$ cat src/rtl/alu_sequencer_if.sv
// Host and ALU-side signal bundle for alu_sequencer.
// The slave modport is the sequencer view; the master modport is the host/ALU view.
interface alu_sequencer_if;
  logic        req;
  logic        ack;
  logic [2:0]  op;
  logic [15:0] opA;
  logic [15:0] opB;
  logic [15:0] aluA;
  logic [15:0] aluB;
  logic [4:0]  f;
  logic        csel;
  logic        ucin;
  logic        srcin;
  logic        notALUOE;
  logic        notShiftOE;
  logic [15:0] aluY;
  logic        aluCout;
  logic        aluZout;
  logic        busy;
  logic        done;
  logic [15:0] resLo;
  logic [15:0] resHi;
  logic        flagC;
  logic        flagZ;

  modport slave (
    input  req, op, opA, opB, aluY, aluCout, aluZout,
    output ack, aluA, aluB, f, csel, ucin, srcin, notALUOE, notShiftOE,
    output busy, done, resLo, resHi, flagC, flagZ
  );

  modport master (
    output req, op, opA, opB, aluY, aluCout, aluZout,
    input  ack, aluA, aluB, f, csel, ucin, srcin, notALUOE, notShiftOE,
    input  busy, done, resLo, resHi, flagC, flagZ
  );
endinterface

$ cat src/rtl/alu_sequencer.sv
// Sequences single-cycle ALU ops and a 16-cycle shift-add multiply through an external ALU.
// Results and flags are held between completions; the ALU bus is released outside EXEC/MUL.
module alu_sequencer (
  input  logic           clk,
  input  logic           notReset,
  alu_sequencer_if.slave bus
);

  typedef enum logic [1:0] {StIdle, StExec, StMul, StDone} state_e;

  localparam logic [2:0] OpAdd = 3'd0;
  localparam logic [2:0] OpSub = 3'd1;
  localparam logic [2:0] OpAdc = 3'd2;
  localparam logic [2:0] OpShl = 3'd3;
  localparam logic [2:0] OpShr = 3'd4;
  localparam logic [2:0] OpMul = 3'd5;
  localparam logic [2:0] OpAnd = 3'd6;
  localparam logic [2:0] OpCmp = 3'd7;

  state_e      state_q, state_d;
  logic [2:0]  op_q, op_d;
  logic [15:0] a_q, a_d;
  logic [15:0] b_q, b_d;
  logic [15:0] p_q, p_d;
  logic [15:0] m_q, m_d;
  logic [3:0]  cnt_q, cnt_d;
  logic [15:0] res_lo_q, res_lo_d;
  logic [15:0] res_hi_q, res_hi_d;
  logic        flag_c_q, flag_c_d;
  logic        flag_z_q, flag_z_d;

  logic        ack;
  logic [15:0] alu_a, alu_b;
  logic [4:0]  f;
  logic        csel, ucin, not_alu_oe, not_shift_oe;

  always_comb begin
    state_d      = state_q;
    op_d         = op_q;
    a_d          = a_q;
    b_d          = b_q;
    p_d          = p_q;
    m_d          = m_q;
    cnt_d        = cnt_q;
    res_lo_d     = res_lo_q;
    res_hi_d     = res_hi_q;
    flag_c_d     = flag_c_q;
    flag_z_d     = flag_z_q;
    ack          = 1'b0;
    alu_a        = 16'h0000;
    alu_b        = 16'h0000;
    f            = 5'b00000;
    csel         = 1'b0;
    ucin         = 1'b0;
    not_alu_oe   = 1'b1;
    not_shift_oe = 1'b1;

    unique case (state_q)
      StIdle: begin
        // Gating with notReset keeps ack low while reset is held.
        if (bus.req && notReset) begin
          ack     = 1'b1;
          op_d    = bus.op;
          a_d     = bus.opA;
          b_d     = bus.opB;
          p_d     = 16'h0000;
          m_d     = bus.opA;
          cnt_d   = 4'd0;
          state_d = (bus.op == OpMul) ? StMul : StExec;
        end
      end

      StExec: begin
        alu_a = a_q;
        alu_b = b_q;
        case (op_q)
          OpSub, OpCmp: begin
            f          = 5'b01100;
            ucin       = 1'b1;
            not_alu_oe = 1'b0;
          end
          OpAdc: begin
            f          = 5'b10010;
            csel       = 1'b1;
            not_alu_oe = 1'b0;
          end
          OpAnd: begin
            f          = 5'b10111;
            not_alu_oe = 1'b0;
          end
          OpShl: begin
            f            = 5'b00101;
            not_shift_oe = 1'b0;
          end
          OpShr: begin
            f            = 5'b00010;
            not_shift_oe = 1'b0;
          end
          default: begin
            f          = 5'b10010;
            not_alu_oe = 1'b0;
          end
        endcase
        if (op_q != OpCmp) begin
          res_lo_d = bus.aluY;
          res_hi_d = 16'h0000;
        end
        flag_c_d = bus.aluCout;
        flag_z_d = bus.aluZout;
        state_d  = StDone;
      end

      StMul: begin
        f          = 5'b10010;
        not_alu_oe = 1'b0;
        alu_a      = p_q;
        alu_b      = m_q[0] ? b_q : 16'h0000;
        {p_d, m_d} = {bus.aluCout, bus.aluY, m_q[15:1]};
        cnt_d      = cnt_q + 4'd1;
        if (cnt_q == 4'd15) begin
          res_hi_d = p_d;
          res_lo_d = m_d;
          flag_z_d = ({p_d, m_d} == 32'h0000_0000);
          flag_c_d = (p_d != 16'h0000);
          state_d  = StDone;
        end
      end

      StDone: state_d = StIdle;

      default: state_d = StIdle;
    endcase
  end

  always_ff @(posedge clk or negedge notReset) begin
    if (!notReset) begin
      state_q  <= StIdle;
      op_q     <= OpAdd;
      a_q      <= 16'h0000;
      b_q      <= 16'h0000;
      p_q      <= 16'h0000;
      m_q      <= 16'h0000;
      cnt_q    <= 4'd0;
      res_lo_q <= 16'h0000;
      res_hi_q <= 16'h0000;
      flag_c_q <= 1'b0;
      flag_z_q <= 1'b0;
    end else begin
      state_q  <= state_d;
      op_q     <= op_d;
      a_q      <= a_d;
      b_q      <= b_d;
      p_q      <= p_d;
      m_q      <= m_d;
      cnt_q    <= cnt_d;
      res_lo_q <= res_lo_d;
      res_hi_q <= res_hi_d;
      flag_c_q <= flag_c_d;
      flag_z_q <= flag_z_d;
    end
  end

  assign bus.ack        = ack;
  assign bus.aluA       = alu_a;
  assign bus.aluB       = alu_b;
  assign bus.f          = f;
  assign bus.csel       = csel;
  assign bus.ucin       = ucin;
  assign bus.srcin      = flag_c_q;
  assign bus.notALUOE   = not_alu_oe;
  assign bus.notShiftOE = not_shift_oe;
  assign bus.busy       = (state_q != StIdle);
  assign bus.done       = (state_q == StDone);
  assign bus.resLo      = res_lo_q;
  assign bus.resHi      = res_hi_q;
  assign bus.flagC      = flag_c_q;
  assign bus.flagZ      = flag_z_q;

endmodule

$ cat src/flat_wrapper.sv
// flat-port wrapper written by rule: the top's interface ports become plain ports
module alu_sequencer_flat 
  (clk, notReset, bus_req, bus_op, bus_opA, bus_opB, bus_aluY, bus_aluCout, bus_aluZout, bus_ack, bus_aluA, bus_aluB, bus_f, bus_csel, bus_ucin, bus_srcin, bus_notALUOE, bus_notShiftOE, bus_busy, bus_done, bus_resLo, bus_resHi, bus_flagC, bus_flagZ);
  alu_sequencer_if bus_i ();
  input  logic clk;
  input  logic notReset;
  input wire logic [$bits(bus_i.req)-1:0] bus_req;
  input wire logic [$bits(bus_i.op)-1:0] bus_op;
  input wire logic [$bits(bus_i.opA)-1:0] bus_opA;
  input wire logic [$bits(bus_i.opB)-1:0] bus_opB;
  input wire logic [$bits(bus_i.aluY)-1:0] bus_aluY;
  input wire logic [$bits(bus_i.aluCout)-1:0] bus_aluCout;
  input wire logic [$bits(bus_i.aluZout)-1:0] bus_aluZout;
  output wire logic [$bits(bus_i.ack)-1:0] bus_ack;
  output wire logic [$bits(bus_i.aluA)-1:0] bus_aluA;
  output wire logic [$bits(bus_i.aluB)-1:0] bus_aluB;
  output wire logic [$bits(bus_i.f)-1:0] bus_f;
  output wire logic [$bits(bus_i.csel)-1:0] bus_csel;
  output wire logic [$bits(bus_i.ucin)-1:0] bus_ucin;
  output wire logic [$bits(bus_i.srcin)-1:0] bus_srcin;
  output wire logic [$bits(bus_i.notALUOE)-1:0] bus_notALUOE;
  output wire logic [$bits(bus_i.notShiftOE)-1:0] bus_notShiftOE;
  output wire logic [$bits(bus_i.busy)-1:0] bus_busy;
  output wire logic [$bits(bus_i.done)-1:0] bus_done;
  output wire logic [$bits(bus_i.resLo)-1:0] bus_resLo;
  output wire logic [$bits(bus_i.resHi)-1:0] bus_resHi;
  output wire logic [$bits(bus_i.flagC)-1:0] bus_flagC;
  output wire logic [$bits(bus_i.flagZ)-1:0] bus_flagZ;
  assign bus_i.req = bus_req;
  assign bus_i.op = bus_op;
  assign bus_i.opA = bus_opA;
  assign bus_i.opB = bus_opB;
  assign bus_i.aluY = bus_aluY;
  assign bus_i.aluCout = bus_aluCout;
  assign bus_i.aluZout = bus_aluZout;
  assign bus_ack = bus_i.ack;
  assign bus_aluA = bus_i.aluA;
  assign bus_aluB = bus_i.aluB;
  assign bus_f = bus_i.f;
  assign bus_csel = bus_i.csel;
  assign bus_ucin = bus_i.ucin;
  assign bus_srcin = bus_i.srcin;
  assign bus_notALUOE = bus_i.notALUOE;
  assign bus_notShiftOE = bus_i.notShiftOE;
  assign bus_busy = bus_i.busy;
  assign bus_done = bus_i.done;
  assign bus_resLo = bus_i.resLo;
  assign bus_resHi = bus_i.resHi;
  assign bus_flagC = bus_i.flagC;
  assign bus_flagZ = bus_i.flagZ;
  alu_sequencer u_core (.clk(clk), .notReset(notReset), .bus(bus_i));
endmodule
$ cat config.mk
export PLATFORM = sky130hd
export DESIGN_NAME = alu_sequencer_flat
export DESIGN_NICKNAME = d
export VERILOG_FILES = /design/src/rtl/alu_sequencer_if.sv /design/src/rtl/alu_sequencer.sv /design/src/flat_wrapper.sv
export SDC_FILE = /design/constraint.sdc
export NUM_CORES = 1
export LEC_CHECK = 0
export BUFFER_PORTS_ARGS = -buffer_cell sky130_fd_sc_hd__buf_2
export CORE_MARGIN = 4
export CORE_UTILIZATION = 24
export DETAILED_ROUTE_END_ITERATION = 8
export HOLD_SLACK_MARGIN = 0.1
export PLACE_DENSITY = 0.53
export SLEW_MARGIN = 25
export SYNTH_ARGS = -nofsm -noshare
export SYNTH_HDL_FRONTEND = slang
export SYNTH_SLANG_ARGS = --single-unit
$ cat constraint.sdc
create_clock -name clk -period 1.91 [get_ports clk]
set_input_delay 0.0955 -clock clk [delete_from_list [all_inputs] [get_ports clk]]
set_output_delay 0.0955 -clock clk [all_outputs]
set_load 0.005 [all_outputs]
==> impl_metrics.env, run 1 <==
export IMPL_outcome="finished, final reports clean"
export IMPL_dieWidth_um=151.2
export IMPL_postSynthCellCount=442
export IMPL_num_vias=4069
export IMPL_ys_ff_latch=107
export IMPL_grt_max_degree=65
export IMPL_die_area_um2=22860
export IMPL_yosysWarnings=0
export IMPL_p_total_mw=10.95
export IMPL_numPortBuffers=134
export IMPL_synthTopCellsByArea="dfrtp_1 54%, mux2_2 8.7%, nand2_1 6.6%"
export IMPL_nFillCells=2010
export IMPL_final_max_slew_violation_count=0
export IMPL_remaining_drc_errors=0
export IMPL_cp_arrival_ns=1.78
export IMPL_first_global_vias=4266
export IMPL_drt_iter0_drc=207
export IMPL_placedCellCount=833
export IMPL_fp_dieH_um=151.2
export IMPL_synth_top_area_share_pct=54.40
export IMPL_fin_cells=906
export IMPL_start_util_pct=24.33
export IMPL_leakage_nw=3.247
export IMPL_crit_family="buffers and inverters"
export IMPL_worstMarginPinSlew_ns=0.8086
export IMPL_crit_slowest_cell="dfrtp_1"
export IMPL_worstSkewPairLatency_ns=0.35
export IMPL_cap_violations=0
export IMPL_path_buf_inv=3
export IMPL_finClkSkew_ns=0.008877
export IMPL_max_freq_mhz=532.6
export IMPL_routedWlPerCell_um=16.63
export IMPL_p_per_area_nw_per_um2=1583
export IMPL_worstHoldStart="bus_aluZout"
export IMPL_synth_nets=504
export IMPL_drtPass1Iterations=4
export IMPL_netlist_area_um2=4922
export IMPL_seq_area_frac_synth_pct=54.40
export IMPL_path_max_fanout=17
export IMPL_grtUsageTotal_pct=13.37
export IMPL_final_period_utilization_pct=98.30
export IMPL_async_flop_share_pct=100.0
export IMPL_cts_root_buf="clkbuf_16"
export IMPL_cp_cell_sequence="inv_2 > ha_4 > and2_4 > buf_12 > a22o_1 > buf_2"
export IMPL_gr_total_overflow=0
export IMPL_htreeDepth=3
export IMPL_synth_common_cells="107 x dfrtp_1, 86 x nand2_1, 38 x mux2_2"
export IMPL_setup_viol=0
export IMPL_synth_top_cell_by_area="dfrtp_1"
export IMPL_antenna_left=0
export IMPL_cpPeakStageDelay_ns=0.39
export IMPL_post_synth_top_count_cell="dfrtp_1"
export IMPL_hp_class="primary input to flip-flop"
export IMPL_wl_um=15070
export IMPL_reg2reg_from="u_core.state_q[0]$_DFFE_PN0P_"
export IMPL_rows=52
export IMPL_antenna_found_initial=1
export IMPL_hold_violations=0
export IMPL_synth_edf_count=0
export IMPL_slew_headroom_pct=46.09
export IMPL_crit_required_ns=1.81
export IMPL_cp_start_kind="flip-flop"
export IMPL_dp_hpwl_um=11120
export IMPL_syn_avg_cell_area_um2=11.14
export IMPL_area_delta_synth_final_pct=40.49
export IMPL_crit_start="u_core.state_q[0]$_DFFE_PN0P_"
export IMPL_place_congestion=0.7775
export IMPL_cts_tree="built"
export IMPL_io_pins=135
export IMPL_crit_path_end_kind="primary output"
export IMPL_cts_made_buffers=9
export IMPL_path_clk_slew_ns=0.08
export IMPL_finalCriticalPeriod_ns=1.877
export IMPL_crit_type="flip-flop to primary output"
export IMPL_cts_path_max_buffers=2
export IMPL_core_um2=20230
export IMPL_rsz0062_at_grt="true"
export IMPL_numClockSinks=107
export IMPL_peakVddDrop_mv=0.5349
export IMPL_viasPerCell=4.491
export IMPL_drive_gt1_share_pct=34.91
export IMPL_utilization_pct=34.18
export IMPL_synth_distinct_cells=38
export IMPL_grt_first_pass_wirelength_um=23590
export IMPL_fin_nets=693
export IMPL_ys_flop_type="dfrtp_1"
export IMPL_antennaDiodeCount=0
-- registers in the layout (all words and copies together), names as in the netlist --
signal,flops
u_core.a_q,16
u_core.b_q,16
u_core.bus.flagC,1
u_core.bus.flagZ,1
u_core.bus.resHi,16
u_core.bus.resLo,16
u_core.cnt_q,4
u_core.m_q,16
u_core.op_q,3
u_core.p_q,16
u_core.state_q,2
-- stage by stage --
stage / hold slack (ns) / setup TNS (ns) / instance area, um^2 / setup slack [ns]
2_1_floorplan: -0.2001 / 0 / 4922 / 0.2070
6_report: 0.1382 / 0 / 6915 / 0.03251
3_3_place_gp: 0.2604 / 0 / 6005 / 0.1758
3_5_place_dp: 0.2753 / 0 / 6005 / 0.1167
4_1_cts: 0.1288 / 0 / 6913 / 0.0005167
5_1_grt: 0.1796 / -0.2037 / 6915 / -0.02167
-- worst paths after layout --
| kind | to | slack [ns] | cells past startpoint |
|---|---|---|---|
| setup reg to reg | u_core.cnt_q[3]$_DFFE_PN0P_ | 0.14 | 7 |
| max in group asynchronous | u_core.bus.resLo[12]$_DFFE_PN0P_ | 0.81 | 3 |
| setup / recovery | bus_aluA[1] | 0.03 | 6 |
| hold / removal | u_core.bus.flagZ$_DFFE_PN0P_ | 0.14 | 4 |
| min in group asynchronous | u_core.cnt_q[0]$_DFFE_PN0P_ | 0.47 | 3 |
| hold reg to reg | u_core.bus.resLo[13]$_DFFE_PN0P_ | 0.47 | 2 |
-- area by class of cell --
class	instances	area, um^2	share of cell area (%)
flip-flops and latches	107	2678	38.72
multi-input cells	302	2098	30.34
repair buffers	207	1479	21.39
well taps	270	337.8	4.885
clock buffers	9	225.2	3.257
clock inverters	7	82.58	1.194
inverters	4	15.01	0.2171
-- layer usage --
| layer | share of wire, % | GRT usage [%] | wire (um) |
|---|---|---|---|
| met4 | 1.4 | 3.128 | 213 |
| met3 | 6.5 | 3.740 | 985 |
| met5 | 0.080 | 0 | 12 |
| met2 | 47 | 21.63 | 7043 |
| met1 | 45 | 17.79 | 6811 |
-- cell usage in the layout (no fill, tap or decap), types with 2 or more instances in the layout --
cell type / netlist / layout
nand4_1: 2 / 2
and4_1: 2 / 2
o21ai_1: 10 / 10
dfrtp_1: 107 / 107
o21ai_0: 28 / 28
nor2_1: 7 / 7
inv_2: 1 / 3
nand2b_1: 7 / 7
inv_8: 0 / 2
nor4_1: 7 / 7
buf_12: 0 / 10
nor2b_1: 17 / 17
nand3_1: 3 / 3
buf_4: 3 / 11
nand2_1: 86 / 86
buf_2: 23 / 133
dlygate4sd3_1: 0 / 53
a22o_1: 34 / 34
ha_1: 6 / 3
clkbuf_16: 0 / 9
mux2_2: 38 / 38
a22oi_1: 16 / 16
and2_4: 0 / 2
ha_4: 0 / 2
mux2i_1: 19 / 19
-- worst reg2reg max path, delay by kind of cell (launching register included) --
kind | cells | cell delay (ns)
adders and majority gates | 1 | 0.29
AOI/OAI and AO/OA | 2 | 0.27
and+or+nand+nor | 2 | 0.46
DFF | 1 | 0.39
buffers and inverters | 2 | 0.30
-- report_power, final --
part | switching (mW) | internal [mW]
Sequential | 0.743 | 3.32
Combinational | 2.43 | 2.52
Clock | 0.892 | 1.04
Total | 4.07 | 6.88
-- cell families after synthesis --
| family | share of synthesized area, % |
|---|---|
| AO/OA/AOI/OAI | 14.16 |
| multiplexers | 12.56 |
| buffers and inverters | 3.787 |
| XOR/XNOR | 0.1780 |
| flip-flops | 54.40 |
| AND/OR/NAND/NOR | 13.40 |
| adder cells (fa/ha/maj) | 1.525 |
-- timing repair --
action / in CTS / in global routing
gates resized for setup: 8 / 1
buffers inserted: 4 / 0
hold buffers: 53 / 0
pin swaps: 4 / 6
setup endpoints to repair: 34 / 26
endpoints found under the hold margin: 193 / 0
No activity file was read; power rests on OpenSTA's default activity.
==> run 2, diff against run 1 <==
--- a/config.mk
+++ b/config.mk
@@ -5,6 +5,7 @@
 export SDC_FILE = /design/constraint.sdc
 export NUM_CORES = 1
 export LEC_CHECK = 0
+export ABC_AREA = 1
 export BUFFER_PORTS_ARGS = -buffer_cell sky130_fd_sc_hd__buf_2
 export CORE_MARGIN = 4
 export CORE_UTILIZATION = 24
==> run 2 against run 1 <==
Net effect: the run now ends with setup timing left; sequential share of layout area shrank 1.8 points; non-clock buffer count increased by 7; combinational power grew 20%; wire length up 14%; flip-flop and latch count stayed put; final area rose by 5.0%; register-to-register slack improved by 0.02 ns; area after synthesis rose by 4.6%; critical endpoint is now bus_aluB[1]; largest cell class unchanged; largest power group unchanged.
==> impl_metrics.env, run 2 <==
export IMPL_dieWidth_um=154.4
export IMPL_remaining_drc_errors=0
export IMPL_path_buf_inv=3
export IMPL_seq_area_frac_synth_pct=52.03
export IMPL_die_area_um2=23850
export IMPL_hp_class="primary input to flip-flop"
export IMPL_drtPass1Iterations=4
export IMPL_final_max_slew_violation_count=0
export IMPL_cts_root_buf="clkbuf_16"
export IMPL_numPortBuffers=134
export IMPL_synth_common_cells="163 x nand2_1, 107 x dfrtp_1, 68 x inv_1"
export IMPL_fin_nets=862
export IMPL_drt_iter0_drc=279
export IMPL_crit_slowest_cell="dfrtp_1"
export IMPL_async_flop_share_pct=100.0
export IMPL_antenna_found_initial=1
export IMPL_finalCriticalPeriod_ns=1.973
export IMPL_postLayoutCellArea_um2=7262
export IMPL_antenna_left=0
export IMPL_leakage_nw=3.553
export IMPL_cp_arrival_ns=1.88
export IMPL_most_common_layout_cells="161 x nand2_1, 132 x buf_2, 107 x dfrtp_1"
export IMPL_dp_hpwl_um=12180
export IMPL_syn_avg_cell_area_um2=8.478
export IMPL_crit_family="buffers and inverters"
export IMPL_crit_path_end_kind="primary output"
export IMPL_ys_ff_latch=107
export IMPL_path_clk_slew_ns=0.07
export IMPL_routedWlPerCell_um=15.95
export IMPL_finClkSkew_ns=0.007352
export IMPL_max_freq_mhz=506.9
export IMPL_wl_um=17240
export IMPL_synth_top_cell_by_area="dfrtp_1"
export IMPL_synth_distinct_cells=27
export IMPL_cpPeakStageDelay_ns=0.40
export IMPL_postSynthCellCount=607
export IMPL_place_congestion=0.7776
export IMPL_outcome="finished, violations left"
export IMPL_cp_cell_sequence="inv_2 > ha_4 > nand2_4 > o21ai_4 > clkinvlp_4 > nor2_1 > buf_2"
export IMPL_nFillCells=2214
export IMPL_cts_tree="built"
export IMPL_synthTopCellsByArea="dfrtp_1 52%, nand2_1 12%, o21ai_0 6.0%"
export IMPL_io_pins=135
export IMPL_drive_gt1_share_pct=28.70
export IMPL_crit_type="flip-flop to primary output"
export IMPL_final_period_utilization_pct=103.3
export IMPL_first_global_vias=4639
export IMPL_p_per_area_nw_per_um2=1605
export IMPL_num_vias=4731
export IMPL_gr_total_overflow=0
export IMPL_viasPerCell=4.377
export IMPL_violations="setup timing"
export IMPL_final_common_cell="nand2_1"
export IMPL_yosysWarnings=0
export IMPL_worstMarginPinSlew_ns=0.5506
export IMPL_cap_violations=0
export IMPL_grt_max_degree=99
export IMPL_htreeDepth=3
export IMPL_slew_headroom_pct=63.29
export IMPL_cts_made_buffers=9
export IMPL_core_um2=21090
export IMPL_rsz0062_at_grt="true"
export IMPL_ys_flop_type="dfrtp_1"
export IMPL_crit_required_ns=1.81
export IMPL_grtUsageTotal_pct=14.30
export IMPL_placed_area_um2=6213
export IMPL_grt_first_pass_wirelength_um=26550
export IMPL_post_synth_top_count_cell="nand2_1"
export IMPL_post_place_ws_ns=0.03842
export IMPL_worstSkewPairLatency_ns=0.36
export IMPL_setup_slack_ns=-0.06293
export IMPL_setup_viol=15
export IMPL_netlist_area_um2=5146
export IMPL_fp_dieH_um=154.4
export IMPL_area_delta_synth_final_pct=41.11
export IMPL_synth_nets=669
export IMPL_cts_path_max_buffers=2
export IMPL_hold_violations=0
export IMPL_path_max_fanout=8
export IMPL_numClockSinks=107
export IMPL_synth_top_area_share_pct=52.03
export IMPL_start_util_pct=24.40
export IMPL_rows=53
export IMPL_synth_edf_count=0
export IMPL_peakVddDrop_mv=0.5395
export IMPL_cp_start_kind="flip-flop"
run 2: cell types whose count changed after synthesis, sizes merged, moves of 8 or more:
cell    delta
a22oi     -15
nor2b     -17
o21ai     +55
clkbuf    +12
mux2      -38
nor2      +42
nand3     +33
inv       +66
o221ai    +14
a22o      -34
buf        -8
nand2     +77
run 2: tightest hold or removal path: stages:
cell     delay [ns]
buf_2          0.07
inv_1          0.08
o21ai_0        0.19
run 2: metrics by stage:
stage | cells | setup TNS, ns | total power, mW | hold WS [ns] | utilization [%]
floorplan | 607 | 0 | 7.204 | -0.2001 | -
detailed placement | 1004 | 0 | 9.211 | -0.03049 | 29.46
finish | 1081 | -0.4799 | 11.65 | 0.1175 | 34.44
global route | 1081 | -1.923 | 12.60 | 0.1152 | 34.44
global placement | 1004 | 0 | 9.127 | -0.03209 | 29.46
CTS | 1075 | -0.7464 | 11.45 | 0.1138 | 33.85
run 2: cell families after synthesis:
logic type,count (synthesis),share of synthesized area [%]
AND/OR/NAND/NOR,254,19.55
AO/OA/AOI/OAI,124,15.78
flip-flops,107,52.03
buffers and inverters,104,8.850
multiplexers,12,2.334
adder cells (fa/ha/maj),6,1.459
run 2: where the power goes:
part | switching (mW) | leakage, nW | internal, mW
Clock | 0.921 | 0.148 | 0.976
Combinational | 3.54 | 2.06 | 2.41
Sequential | 0.531 | 1.35 | 3.28
run 2: timing repair:
item	4_1_cts	5_1_grt
pin swaps	1	8
gates cloned	2	0
gates resized for setup	23	22
hold buffers	53	0
hold endpoints to repair	176	0
setup endpoints to repair	30	66
setup buffers	0	5
run 2: layout make-up:
class | count | area, um^2 | share of cell area, %
Tap cell | 275 | 344.1 | 4.738
Clock inverter | 5 | 46.29 | 0.6375
Antenna cell | 1 | 2.502 | 0.03446
Timing Repair Buffer | 214 | 1520 | 20.93
Multi-Input combinational cell | 396 | 2138 | 29.45
Inverter | 71 | 272.8 | 3.756
Sequential cell | 107 | 2678 | 36.87
Timing Repair inverter | 1 | 7.507 | 0.1034
Clock buffer | 11 | 252.7 | 3.480
run 2: worst paths after layout:
kind,slack [ns],end,start,depth (start not counted)
worst max register to register,0.16,u_core.cnt_q[2]$_DFFE_PN0P_,u_core.state_q[0]$_DFFE_PN0P_,8
worst max-delay path,-0.06,bus_aluB[1],u_core.state_q[0]$_DFFE_PN0P_,7
min in group asynchronous,0.15,u_core.bus.flagC$_DFFE_PN0P_,notReset,2
worst min register to register,0.48,u_core.bus.resHi[13]$_DFFE_PN0P_,u_core.bus.resHi[13]$_DFFE_PN0P_,2
max in group asynchronous,0.95,u_core.bus.resLo[6]$_DFFE_PN0P_,notReset,3
worst min-delay path,0.12,u_core.a_q[14]$_DFFE_PN0P_,bus_opA[14],3
run 2: layer usage:
layer  GRT usage, %  up-vias  part of all wire [%]
li1               -     2339                     -
met1          20.27     2233                    49
met2          21.19      145                    42
met3          4.813       14                   7.6
met4          3.196        0                   1.3
met5              0        -                     0
==> run 3, diff against run 2 <==
--- a/config.mk
+++ b/config.mk
@@ -7,6 +7,7 @@
 export LEC_CHECK = 0
 export ABC_AREA = 1
 export BUFFER_PORTS_ARGS = -buffer_cell sky130_fd_sc_hd__buf_2
+export CORE_ASPECT_RATIO = 1.2
 export CORE_MARGIN = 4
 export CORE_UTILIZATION = 24
 export DETAILED_ROUTE_END_ITERATION = 8
==> run 3 against run 2 <==
Net effect: the run now ends clean; combinational power up 6.4%; wire length shrank 3.4%; clock skew increased by 0.0070 ns; register-to-register slack worse by 0.03 ns; critical path depth is 1 higher; cell count grew 0.37%; largest power group unchanged; flip-flop and latch count unchanged; final area up 1.8%; clock power up 6%; die area about the same.
==> impl_metrics.env, run 3 (synthesized netlist as in run 2, its figures left out) <==
export IMPL_cp_arrival_ns=1.80
export IMPL_grt_use_met1_pct=18.12
export IMPL_cpPeakStageDelay_ns=0.40
export IMPL_crit_required_ns=1.81
export IMPL_viasPerCell=4.375
export IMPL_path_clk_slew_ns=0.07
export IMPL_use_met3_pct=3.807
export IMPL_numClockSinks=107
export IMPL_cap_violations=0
export IMPL_grt_max_degree=108
export IMPL_outcome="finished, final reports clean"
export IMPL_routedWlPerCell_um=15.35
export IMPL_p_per_area_nw_per_um2=1642
export IMPL_cts_tree="built"
export IMPL_slew_headroom_pct=59.99
export IMPL_cts_path_max_buffers=2
export IMPL_worstMarginPinSlew_ns=0.6002
export IMPL_cts_made_buffers=9
export IMPL_power_frac_seq_pct=31.3
export IMPL_remaining_drc_errors=0
export IMPL_grtUsageTotal_pct=13.89
export IMPL_path_buf_inv=4
export IMPL_rsz0062_at_grt="true"
export IMPL_htreeDepth=3
export IMPL_rows=58
export IMPL_placedCellCount=1006
export IMPL_start_util_pct=24.45
export IMPL_max_freq_mhz=527.4
export IMPL_dieWidth_um=141.7
export IMPL_peakVddDrop_mv=0.6519
export IMPL_worstSkewPairLatency_ns=0.36
export IMPL_crit_slowest_cell="dfrtp_1"
export IMPL_place_congestion=0.7785
export IMPL_leakage_nw=3.623
export IMPL_numPortBuffers=134
export IMPL_most_common_layout_cells="161 x nand2_1, 133 x buf_2, 107 x dfrtp_1"
export IMPL_dp_hpwl_um=11750
export IMPL_final_max_slew_violation_count=0
export IMPL_setup_viol=0
export IMPL_area_delta_synth_final_pct=43.59
export IMPL_gr_total_overflow=0
export IMPL_utilization_pct=35.11
export IMPL_drtPass1Iterations=4
export IMPL_finalCriticalPeriod_ns=1.896
export IMPL_nFillCells=2191
export IMPL_crit_family="buffers and inverters"
export IMPL_cp_cell_sequence="inv_2 > ha_4 > nand2_4 > o21ai_4 > inv_4 > buf_16 > nor2_1 > buf_2"
export IMPL_grt_first_pass_wirelength_um=26090
export IMPL_final_period_utilization_pct=99.27
export IMPL_antenna_left=0
export IMPL_fp_dieH_um=168.4
export IMPL_finalSetupTns_ns=0
export IMPL_antenna_found_initial=0
export IMPL_hold_violations=0
export IMPL_crit_path_end_kind="primary output"
export IMPL_core_um2=21050
export IMPL_multi_input_area_um2=2141
export IMPL_cp_depth=8
export IMPL_top_usage_layer="met2"
export IMPL_final_common_cell="nand2_1"
export IMPL_clkPwrFrac_pct=16.6
export IMPL_drive_gt1_share_pct=30.18
export IMPL_internal_power_mw=7.066
export IMPL_num_vias=4747
export IMPL_path_max_fanout=8
export IMPL_io_pins=135
export IMPL_seq_area_um2=2678
export IMPL_first_global_vias=4719
export IMPL_pwr_share_comb_pct=52.1
export IMPL_finClkSkew_ns=0.01439
export IMPL_die_area_um2=23860
export IMPL_fin_cells=1085
export IMPL_crit_type="flip-flop to primary output"
export IMPL_hp_class="primary input to flip-flop"
export IMPL_fin_nets=872
export IMPL_gr_usage_met2_pct=23.19
export IMPL_drt_iter0_drc=238
export IMPL_switching_power_mw=5.065
export IMPL_swShare_pct=41.75
export IMPL_r2r_cells=11
export IMPL_cp_start_kind="flip-flop"
export IMPL_wl_um=16660
export IMPL_antennaDiodeCount=0
export IMPL_cts_root_buf="clkbuf_16"
export IMPL_p_total_mw=12.13
export IMPL_holdWs_ns=0.2940
export IMPL_holdPathStages=4
[run 3: cell count changes in the layout (fill, tap and decap cells not counted), sizes merged]
cell | before | now
bufbuf | 1 | 0
dlygate4sd3 | 53 | 54
inv | 71 | 73
clkinv | 5 | 3
buf | 160 | 170
diode | 1 | 0
bufinv | 0 | 1
clkinvlp | 1 | 0
[run 3: timing repair]
action / CTS / global route
hold endpoints to repair: 189 / 0
cloned: 1 / 1
pin swaps: 2 / 5
endpoints found under the setup margin: 38 / 60
gates resized for setup: 22 / 33
buffers inserted: 4 / 3
hold buffers: 54 / 0
[run 3: power by group through the flow]
stage | Clock (mW) | Combinational [mW] | Sequential (mW)
after floorplan | 0 | 3.47 | 3.73
after CTS | 2.07 | 5.92 | 3.79
final | 2.01 | 6.33 | 3.80
after global routing | 2.14 | 7.07 | 3.92
after global placement | 0 | 5.42 | 3.84
after detailed placement | 0 | 5.48 | 3.84
[run 3: final timing paths]
check	endpoint	slack (ns)	start
min reg2reg	u_core.bus.resHi[8]$_DFFE_PN0P_	0.48	u_core.bus.resHi[8]$_DFFE_PN0P_
max	bus_aluB[15]	0.01	u_core.state_q[0]$_DFFE_PN0P_
max reg2reg	u_core.bus.resLo[1]$_DFFE_PN0P_	0.13	u_core.state_q[0]$_DFFE_PN0P_
min in group asynchronous	u_core.a_q[15]$_DFFE_PN0P_	0.41	notReset
max in group asynchronous	u_core.a_q[6]$_DFFE_PN0P_	1.02	notReset
min	u_core.op_q[0]$_DFFE_PN0P_	0.29	bus_req
[run 3: cell type report]
class | instances | area share [%]
Inverter | 71 | 3.657
Clock inverter | 6 | 1.101
Sequential cell | 107 | 36.23
Clock buffer | 10 | 3.234
Tap cell | 270 | 4.572
Multi-Input combinational cell | 396 | 28.97
Timing Repair Buffer | 225 | 22.23
[run 3: metal layers]
layer,part of all wire [%],vias up
met2,48,137
met3,6.0,15
met1,45,2215
met5,0,-
li1,-,2380
met4,1.3,0
[run 3: worst register-to-register path, cell delays in order (launching register included)]
cell and delay [ns]:
dfrtp_1 0.41, buf_4 0.14, ha_2 0.19, inv_2 0.08
buf_4 0.12, nand2_1 0.06, nand2_1 0.10, inv_2 0.06
o31ai_4 0.06, buf_12 0.18, clkbuf_16 0.20, o21ai_1 0.06
[run 3: metrics by stage]
stage	instance area, um^2	worst slack [ns]
3_3_place_gp	6260	0.09213
3_5_place_dp	6260	0.08522
5_1_grt	7390	-0.08663
6_report	7390	0.01395
4_1_cts	7231	-0.02112
2_1_floorplan	5146	0.2220
